### src/rtl/dozen_counter_datapath_pkg.sv
// Shared constants for the bottling-line dozen counter and its FSM.
// Provides units-per-dozen, units width and default batch size.
package dozen_counter_datapath_pkg;

   localparam int UNITS_PER_DOZEN = 12;
   localparam int UNITS_W         = 4;
   localparam int MAX_DOZENS_DEF  = 9;
   localparam int DOZENS_W_DEF    = 4;

   localparam logic [UNITS_W-1:0] UNITS_FULL =
      UNITS_W'(UNITS_PER_DOZEN);

endpackage

### src/rtl/dozen_counter_datapath_unit_counter_12.sv
// unit_counter_12: bottles-in-current-dozen register, saturating at 12.
// Ports: clk_i, reset_i (sync, active-high), inc_i, clr_i (clr wins),
//        units_o (0..12), cont12_o (units_o == 12, from the register).
module unit_counter_12
   import dozen_counter_datapath_pkg::*;
(
   input  logic               clk_i,
   input  logic               reset_i,
   input  logic               inc_i,
   input  logic               clr_i,
   output logic [UNITS_W-1:0] units_o,
   output logic               cont12_o
);

   logic [UNITS_W-1:0] units_q;
   logic [UNITS_W-1:0] units_d;

   always_comb begin
      units_d = units_q;
      if (clr_i) begin
         units_d = '0;
      end else if (inc_i && (units_q != UNITS_FULL)) begin
         units_d = units_q + 1'b1;
      end
   end

   always_ff @(posedge clk_i) begin
      if (reset_i) begin
         units_q <= '0;
      end else begin
         units_q <= units_d;
      end
   end

   assign units_o  = units_q;
   assign cont12_o = (units_q == UNITS_FULL);

endmodule

### src/rtl/dozen_counter_datapath.sv
// Dozen-counter datapath: counts bottles into dozens, dozens into a batch.
// Ports: clk, reset (sync, active-high), cont1, add_cont12, clr_lote in;
//        cont12, units, dozens, lote_cheio, err out (all registered).
module dozen_counter_datapath
   import dozen_counter_datapath_pkg::*;
#(
   parameter int MAX_DOZENS = MAX_DOZENS_DEF,
   parameter int DW         = DOZENS_W_DEF
) (
   input  logic               clk,
   input  logic               reset,
   input  logic               cont1,
   input  logic               add_cont12,
   input  logic               clr_lote,
   output logic               cont12,
   output logic [UNITS_W-1:0] units,
   output logic [DW-1:0]      dozens,
   output logic               lote_cheio
,
   output logic               err
);

   localparam logic [DW-1:0] MAXD = DW'(MAX_DOZENS);

   logic [DW-1:0] dozens_q, dozens_d;
   logic          lote_q, lote_d;
   logic          err_q, err_d;
   logic          full;
   logic          fold;
   logic          inc;
   logic          viol;
   logic [DW-1:0] dozens_inc;

   assign full       = cont12;
   assign dozens_inc = dozens_q + 1'b1;

   // add_cont12 outranks cont1; a full batch freezes both counters.
   assign fold = add_cont12 && full && !lote_q;
   assign inc  = cont1 && !add_cont12 && !full && !lote_q;

   assign viol = (cont1 && (full || lote_q))
              || (add_cont12 && (!full || lote_q))
              || (cont1 && add_cont12);

   unit_counter_12 u_units (
      .clk_i    (clk),
      .reset_i  (reset),
      .inc_i    (inc),
      .clr_i    (fold),
      .units_o  (units),
      .cont12_o (cont12)
   );

   always_comb begin
      dozens_d = dozens_q;
      lote_d   = lote_q;
      err_d    = err_q;
      if (clr_lote) begin
         // A fold in this cycle still empties units but the dozen is dropped.
         dozens_d = '0;
         lote_d   = 1'b0;
         err_d    = 1'b0;
      end else begin
         if (fold && (dozens_q != MAXD)) begin
            dozens_d = dozens_inc;
            lote_d   = (dozens_inc == MAXD);
         end
         if (viol) begin
            err_d = 1'b1;
         end
      end
   end

   always_ff @(posedge clk) begin
      if (reset) begin
         dozens_q <= '0;
         lote_q   <= 1'b0;
         err_q    <= 1'b0;
      end else begin
         dozens_q <= dozens_d;
         lote_q   <= lote_d;
         err_q    <= err_d;
      end
   end

   assign dozens     = dozens_q;
   assign lote_cheio = lote_q;
   assign err        = err_q;

endmodule

### config.mk
export PLATFORM = sky130hd
export DESIGN_NAME = dozen_counter_datapath
export DESIGN_NICKNAME = d
export VERILOG_FILES = /design/src/rtl/dozen_counter_datapath_pkg.sv /design/src/rtl/dozen_counter_datapath_unit_counter_12.sv /design/src/rtl/dozen_counter_datapath.sv
export SDC_FILE = /design/constraint.sdc
export NUM_CORES = 1
export LEC_CHECK = 0
export CAP_MARGIN = 20
export CORE_AREA = 4 4 41 43
export DETAILED_ROUTE_END_ITERATION = 8
export DIE_AREA = 0 0 45 47
export PLACE_DENSITY = 0.73
export SLEW_MARGIN = 30
export SYNTH_ARGS = -nofsm -noshare
export SYNTH_HDL_FRONTEND = slang
export SYNTH_SLANG_ARGS = --single-unit
### constraint.sdc
create_clock -name clk -period 1.5 [get_ports clk]
set_input_delay 0.225 -clock clk [delete_from_list [all_inputs] [get_ports clk]]
set_output_delay 0.225 -clock clk [all_outputs]
set_load 0.02 [all_outputs]
==> metrics.md, run 1 <==
| Metric | Value |
|---|---|
| Final setup fails | 0 |
| Reg2Reg Launch Point | u_units.units_o[0]$_SDFFE_PP0P_ |
| Initial antenna violation count | 0 |
| Synth warn | 0 |
| First-pass GRT wire length | approximately 2.1 mm |
| Critical Path Slowest Stage Cell | dfxtp_2 |
| Largest area contributor in the netlist | dfxtp_1 |
| Achievable Freq | about 710 MHz |
| Total Routing Usage GR | 0.135 |
| Worst-path cell chain | inv_2 > ha_2 > nand3_2 > buf_6 > and2_4 > a2111oi_4 > nor3_1 |
| TritonRoute pass-1 iters | 2 |
| Final Hold Fails | 0 |
| Most frequent cells in the layout | nor2_1 (8), dfxtp_1 (8), dlygate4sd2_1 (8), buf_4 (6) |
| Worst path bufs/invs | 2 |
| Via Count | 521 |
| Kind of critical path | reg2reg |
| Place WS | -0.0256 ns |
| Met2 global-route usage | 0.243 |
| Port buffer count | 15 |
| Rel. slew slack | 0.822 |
| Power Total | approximately 0.52 mW |
| Avg Cell Area, Syn | about 9.1 um^2 |
| Effective utilization at floorplan | 0.442 |
| 1st-iter DRT viols | 7 |
| Grt total ovfl | 0 |
| Worst Hold Depth | 2 |
| Via-to-Cell Ratio | 5.06 |
| Cts hold-fix bufs | 0 |
| Share of the synthesized area in the top cell type | 0.348 |
| Critical path data required time | 1.64 ns |
| Maximum capacitance violations | 0 |
| # IOs | 16 |
| Tcrit/Tclk final | 0.943 |
| Register area share after synthesis | 0.348 |
| CP peak stage delay | 0.32 ns |
| Slew @ Worst Pin | between 0.2 and 0.3 ns |
| CTS clk-pin slew, worst paths | 0.06 ns |
| Clock sinks | 10 |
| DRC errors left | 0 |
| Placed wire-length estimate | about 970 um |
| M1 GR Usage | 0.149 |
| GP Congestion | 0.780 |
| Post-synth net total | 73 |
| Post-CTS Setup Bufs | 0 |
| Die Ht | 47 um |
| Layout Utilization | 0.627 |
| Synth Register Bits | 10 |
| Hold endpoint | lote_cheio$_SDFFE_PP0P_ |
| Die Area | 0.00212 mm^2 |
| Setup crit end kind | register |
| Vias in the first global route | 511 |
| Area after DPL | 798 um^2 |
| Distinct cells, synth | 25 |
| Row cnt | 13 |
| Die X | around 45 um |
| Synth area leaders | dfxtp_1 (35%), ha_1 (11%), xor2_1 (6.1%) |
| CTS H-Tree Depth | 1 |
| Min cycle time layout | 1.42 ns |
| CTS tree | yes |
| Final Cell Area | between 800 and 900 um^2 |
| DR WL/cell | 11.6 um |
| Layout cells sized above 1 | 0.261 |
| Grt peak-use layer | met2 |
| Post-synthesis cell area | 576 um^2 |
| Met3 Usage GRT | 0.0345 |
| R2R Setup Slk | 0.08 ns |
| Mapped Cells | 63 |
| TritonCTS buffer count | 3 |
| Clock Tree Root | clkbuf_4 |
| Peak VDD IR | 0.437 mV |
| P&R area growth vs syn | 41.7% |
| Worst skew pair latency | 0.26 ns |
| Worst hold path startpoint | lote_cheio$_SDFFE_PP0P_ |
| Critical path launch point type | register |
| Worst Slack Setup Final | 0.0849 ns |
| Antenna Nets Post-Route | 0 |
| RR Endpoint | err$_SDFFE_PP0P_ |
| Fin nets | 100 |
| Final Max Slew Viols | 0 |
| P_leak | 0.394 nW |
| Hold Path Class | reg2reg |
| Core outline area | 0.00130 mm^2 |
| Unrepaired setup endpoints after global routing | no |
| Antenna fix cells | 0 |
| Final WL | 1.19 mm |
| Layout Skew | about 0.0054 ns |
| Crit path max fanout | 5 |
| Cell Pwr Density | 641 mW/mm^2 |
| Largest net degree at the start of global routing | 7 |
| CP startpoint | u_units.units_o[0]$_SDFFE_PP0P_ |
| Largest delay share family, worst path | flip-flops |
| Worst R2R Path Depth | 7 |
| WP data arrival | roughly 1.6 ns |
| CTS Buffer Depth | 2 |
| Status | finished, final reports clean |
-- logic make-up after synthesis --
family                   share of synthesized area
AND/OR/NAND/NOR                              0.294
AO/OA/AOI/OAI                               0.0935
adder cells (fa/ha/maj)                      0.109
buffers and inverters                       0.0326
flip-flops                                   0.348
multiplexers                                0.0174
XOR/XNOR                                     0.107
-- final cells by class --
type	count	area (um^2)
fillers	128	485
flip-flops and latches	10	203
clock buffers	3	22.5
repair buffers	22	194
well taps	15	18.8
inverters	5	18.8
multi-input cells	48	359
-- stage by stage --
stage / hold WS, ns / std cells / TNS [ns]
2_1_floorplan: 0.395 / 63 / 0
3_3_place_gp: 0.541 / 100 / 0
3_5_place_dp: 0.560 / 100 / -0.0256
4_1_cts: 0.567 / 103 / 0
5_1_grt: 0.597 / 103 / 0
6_report: 0.566 / 103 / 0
-- state kept, by name (all words and copies together), names as in the netlist --
signal and cells:
dozens 4, u_units.units_o 4, err 1, lote_cheio 1
-- tightest hold or removal path, stage by stage, from the launching register on --
cell and delay [ns]:
dfxtp_1 0.38, nand2_1 0.09, o31ai_1 0.06
-- per-layer routing --
metal | part of all wire | up-vias
li1 | - | 267
met1 | 0.42 | 239
met4 | 0.0050 | 0
met2 | 0.51 | 13
met5 | 0 | -
met3 | 0.065 | 2
-- worst max-delay path by stage --
stage                        to  slack (ns)  cells after the start
4_1_cts                units[3]       0.002                      1
2_1_floorplan  err$_SDFFE_PP0P_        0.03                      6
3_3_place_gp             cont12        0.02                      5
5_1_grt        err$_SDFFE_PP0P_        0.01                      7
3_5_place_dp             cont12       -0.03                      5
6_report       err$_SDFFE_PP0P_        0.08                      7
-- report_power, final --
part | switching (mW) | total (mW) | internal, mW | leakage [nW]
clock network | 0.0835 | 0.176 | 0.0922 | 0.0138
registers | 0.00357 | 0.275 | 0.271 | 0.0817
logic | 0.0337 | 0.0730 | 0.0393 | 0.298
-- cell usage after synthesis --
| cell | n |
|---|---|
| a2111oi_4 | 1 |
| a21o_1 | 1 |
| a21oi_1 | 1 |
| a31oi_1 | 1 |
| and2_4 | 1 |
| and3_1 | 2 |
| dfxtp_1 | 10 |
| ha_1 | 5 |
| inv_1 | 4 |
| inv_2 | 1 |
| mux2i_1 | 1 |
| nand2_1 | 5 |
| nand3_1 | 4 |
| nand3_2 | 2 |
| nand3b_1 | 1 |
| nand4_1 | 1 |
| nor2_1 | 8 |
| nor2b_2 | 1 |
| nor3_1 | 2 |
| nor3b_1 | 1 |
| nor3b_2 | 1 |
| o31ai_1 | 1 |
| or2_1 | 1 |
| xnor2_1 | 3 |
| xor2_1 | 4 |
-- repair_timing --
item,in CTS,in global routing
endpoints found under the hold margin,0,0
resized for setup,11,7
setup endpoints to repair,9,3
pin swaps,0,2
No activity file was read; power rests on OpenSTA's default activity.
==> inputs of run 2 (changes only) <==
Settings changed: PLACE_DENSITY 0.73 to 0.7.
==> metrics.md, run 2 (same netlist as run 1, synthesis figures left out) <==
| Metric | Value |
|---|---|
| # IOs | 16 (unchanged) |
| CTS Buffer Depth | 2 (unchanged) |
| Min cycle time layout | 1.44 ns (+0.0216 ns) |
| Status | finished, final reports clean |
| Final WL | 1.14 mm (-4.8%) |
| Effective utilization at floorplan | 0.442 (unchanged) |
| 1st-iter DRT viols | 2 (-5) |
| DR WL/cell | 10.9 um (-5.7%) |
| Row cnt | 13 (unchanged) |
| Die Area | 0.00212 mm^2 (unchanged) |
| Worst skew pair latency | 0.26 ns (about the same) |
| Final Hold Fails | 0 (unchanged) |
| CTS H-Tree Depth | 1 (unchanged) |
| Setup TNS Final | 0 ns (unchanged) |
| Most frequent cells in the layout | dfxtp_1 (9), nor2_1 (8), dlygate4sd2_1 (8), buf_4 (6) |
| Total Routing Usage GR | 0.136 (+0.000901) |
| CTS tree | yes |
| Cts hold-fix bufs | 0 (unchanged) |
| CP peak stage delay | 0.32 ns (about the same) |
| Final Max Slew Viols | 0 (unchanged) |
| Vias in the first global route | 524 (+2.5%) |
| CTS clk-pin slew, worst paths | 0.07 ns (about the same) |
| Die X | 45 um (unchanged) |
| Clock share of power | 0.408 (+0.072) |
| Power Total | 0.585 mW (+12%) |
| WP data arrival | 1.58 ns (+0.02 ns) |
| Rel. slew slack | 0.812 (-0.0101) |
| Worst R2R Path Depth | 7 (unchanged) |
| Worst Hold Depth | 2 (unchanged) |
| First-pass GRT wire length | 2.07 mm (-0.96%) |
| Antenna Nets Post-Route | 0 (unchanged) |
| Largest net degree at the start of global routing | 7 (unchanged) |
| Layout Skew | 0.00246 ns (-0.00293 ns) |
| TritonCTS buffer count | 3 (unchanged) |
| Peak VDD IR | 0.634 mV (+45%) |
| Critical path launch point type | register |
| Net Sw Power | 0.128 mW (+6.0%) |
| P&R area growth vs syn | 43.9% |
| Antenna fix cells | 0 (unchanged) |
| Via-to-Cell Ratio | 4.72 (-6.7%) |
| Setup crit end kind | register |
| Port buffer count | 15 (unchanged) |
| TritonRoute pass-1 iters | 2 (unchanged) |
| Internal power | 0.457 mW (+14%) |
| Via Count | 491 (-5.8%) |
| Tcrit/Tclk final | 0.958 (+0.0144) |
| Clock Tree Root | clkbuf_4 |
| Unrepaired setup endpoints after global routing | no |
| Kind of critical path | reg2reg |
| Core outline area | 0.00130 mm^2 (unchanged) |
| Switching share of total power | 0.219 (-0.0120) |
| Commonest non-fill, non-tap cell in the layout | dfxtp_1 |
| Filler Cell Count | 131 (+2.3%) |
| Cell Pwr Density | 706 mW/mm^2 (+10%) |
| Worst-path cell chain | inv_1 > ha_2 > nand3_2 > buf_6 > and2_4 > a2111oi_4 > nor3_1 |
| Final setup fails | 0 (unchanged) |
| Place WS | -0.00228 ns (+0.0233 ns) |
| Crit path max fanout | 5 (unchanged) |
| Maximum capacitance violations | 0 (unchanged) |
| Grt total ovfl | 0 (unchanged) |
| GP Congestion | 0.759 (-2.7%) |
| Sequential share of power | 0.468 (-0.057) |
| Hold Path Class | reg2reg |
| Slew @ Worst Pin | 0.280 ns (+0.0151 ns) |
| Gate power share | 0.124 (-0.016) |
| Post-CTS Setup Bufs | 0 (unchanged) |
| Critical path data required time | 1.65 ns (about the same) |
| Critical Path Slowest Stage Cell | dfxtp_2 |
| Initial antenna violation count | 0 (unchanged) |
| Die Ht | 47 um (unchanged) |
| Placed wire-length estimate | 926 um (-4.0%) |
| Clock sinks | 10 (unchanged) |
| DRC errors left | 0 (unchanged) |
| P_leak | 0.400 nW (+1.7%) |
| Worst Slack Setup Final | 0.0633 ns (-0.0216 ns) |
| Fin nets | 100 (unchanged) |
| Layout cells sized above 1 | 0.236 (-0.0254) |
| Achievable Freq | 696 MHz (-1.5%) |
## run 2: cell count changes in the layout (fill, tap and decap cells not counted), sizes merged
cell | before | now
clkbuf | 3 | 4
## run 2: cell type report
class                           count  area, um^2  share of cell area
Inverter                            5        18.8              0.0227
Multi-Input combinational cell     48         359               0.434
Clock buffer                        4        36.3              0.0438
Timing Repair Buffer               22         194               0.234
Tap cell                           15        18.8              0.0227
Sequential cell                    10         201               0.243
## run 2: worst paths after layout
check                             startpoint                              end  slack (ns)
max          u_units.units_o[0]$_SDFFE_PP0P_                 err$_SDFFE_PP0P_        0.06
min          u_units.units_o[3]$_SDFFE_PP0P_  u_units.units_o[3]$_SDFFE_PP0P_        0.57
max reg2reg  u_units.units_o[0]$_SDFFE_PP0P_                 err$_SDFFE_PP0P_        0.06
min reg2reg  u_units.units_o[3]$_SDFFE_PP0P_  u_units.units_o[3]$_SDFFE_PP0P_        0.57
## run 2: critical path, delay by kind of cell, from the launching register on
| family | cells | cell delay (ns) |
|---|---|---|
| compound gates | 1 | 0.30 |
| simple gates | 3 | 0.33 |
| flops | 1 | 0.32 |
| buf+inv | 2 | 0.20 |
| fa+ha+maj | 1 | 0.17 |
## run 2: power by group through the flow
| stage | registers [mW] | logic, mW | clock network [mW] |
|---|---|---|---|
| 4_1_cts | 0.274 | 0.0735 | 0.250 |
| 3_3_place_gp | 0.280 | 0.0750 | 0 |
| 6_report | 0.274 | 0.0726 | 0.239 |
| 5_1_grt | 0.274 | 0.0805 | 0.270 |
| 3_5_place_dp | 0.280 | 0.0767 | 0 |
| 2_1_floorplan | 0.287 | 0.0298 | 0 |
## run 2: what timing repair did
item	in CTS	in global routing
setup endpoints to repair	9	3
pin swaps	0	2
resized for setup	11	4
## run 2: layer usage
metal | up-vias | global-route usage | wire (um)
met2 | 10 | 0.223 | 558
li1 | 263 | - | -
met4 | 0 | 0.0760 | 8
met1 | 216 | 0.159 | 509
met5 | - | 0 | 0
met3 | 2 | 0.0383 | 60
## run 2: per-stage QoR
stage | hold slack, ns | util | area, um^2 | cells
final | 0.566 | 0.637 | 828 | 104
after CTS | 0.563 | 0.635 | 826 | 104
after global routing | 0.598 | 0.637 | 828 | 104
after floorplan | 0.395 | - | 577 | 63
after global placement | 0.543 | 0.613 | 798 | 100
after detailed placement | 0.548 | 0.613 | 798 | 100
==> inputs of run 3 (changes only) <==
Settings changed: CAP_MARGIN 20 to not set.
==> results of run 3 <==
The final DEF is identical to that of run 2; final timing and power are the same.
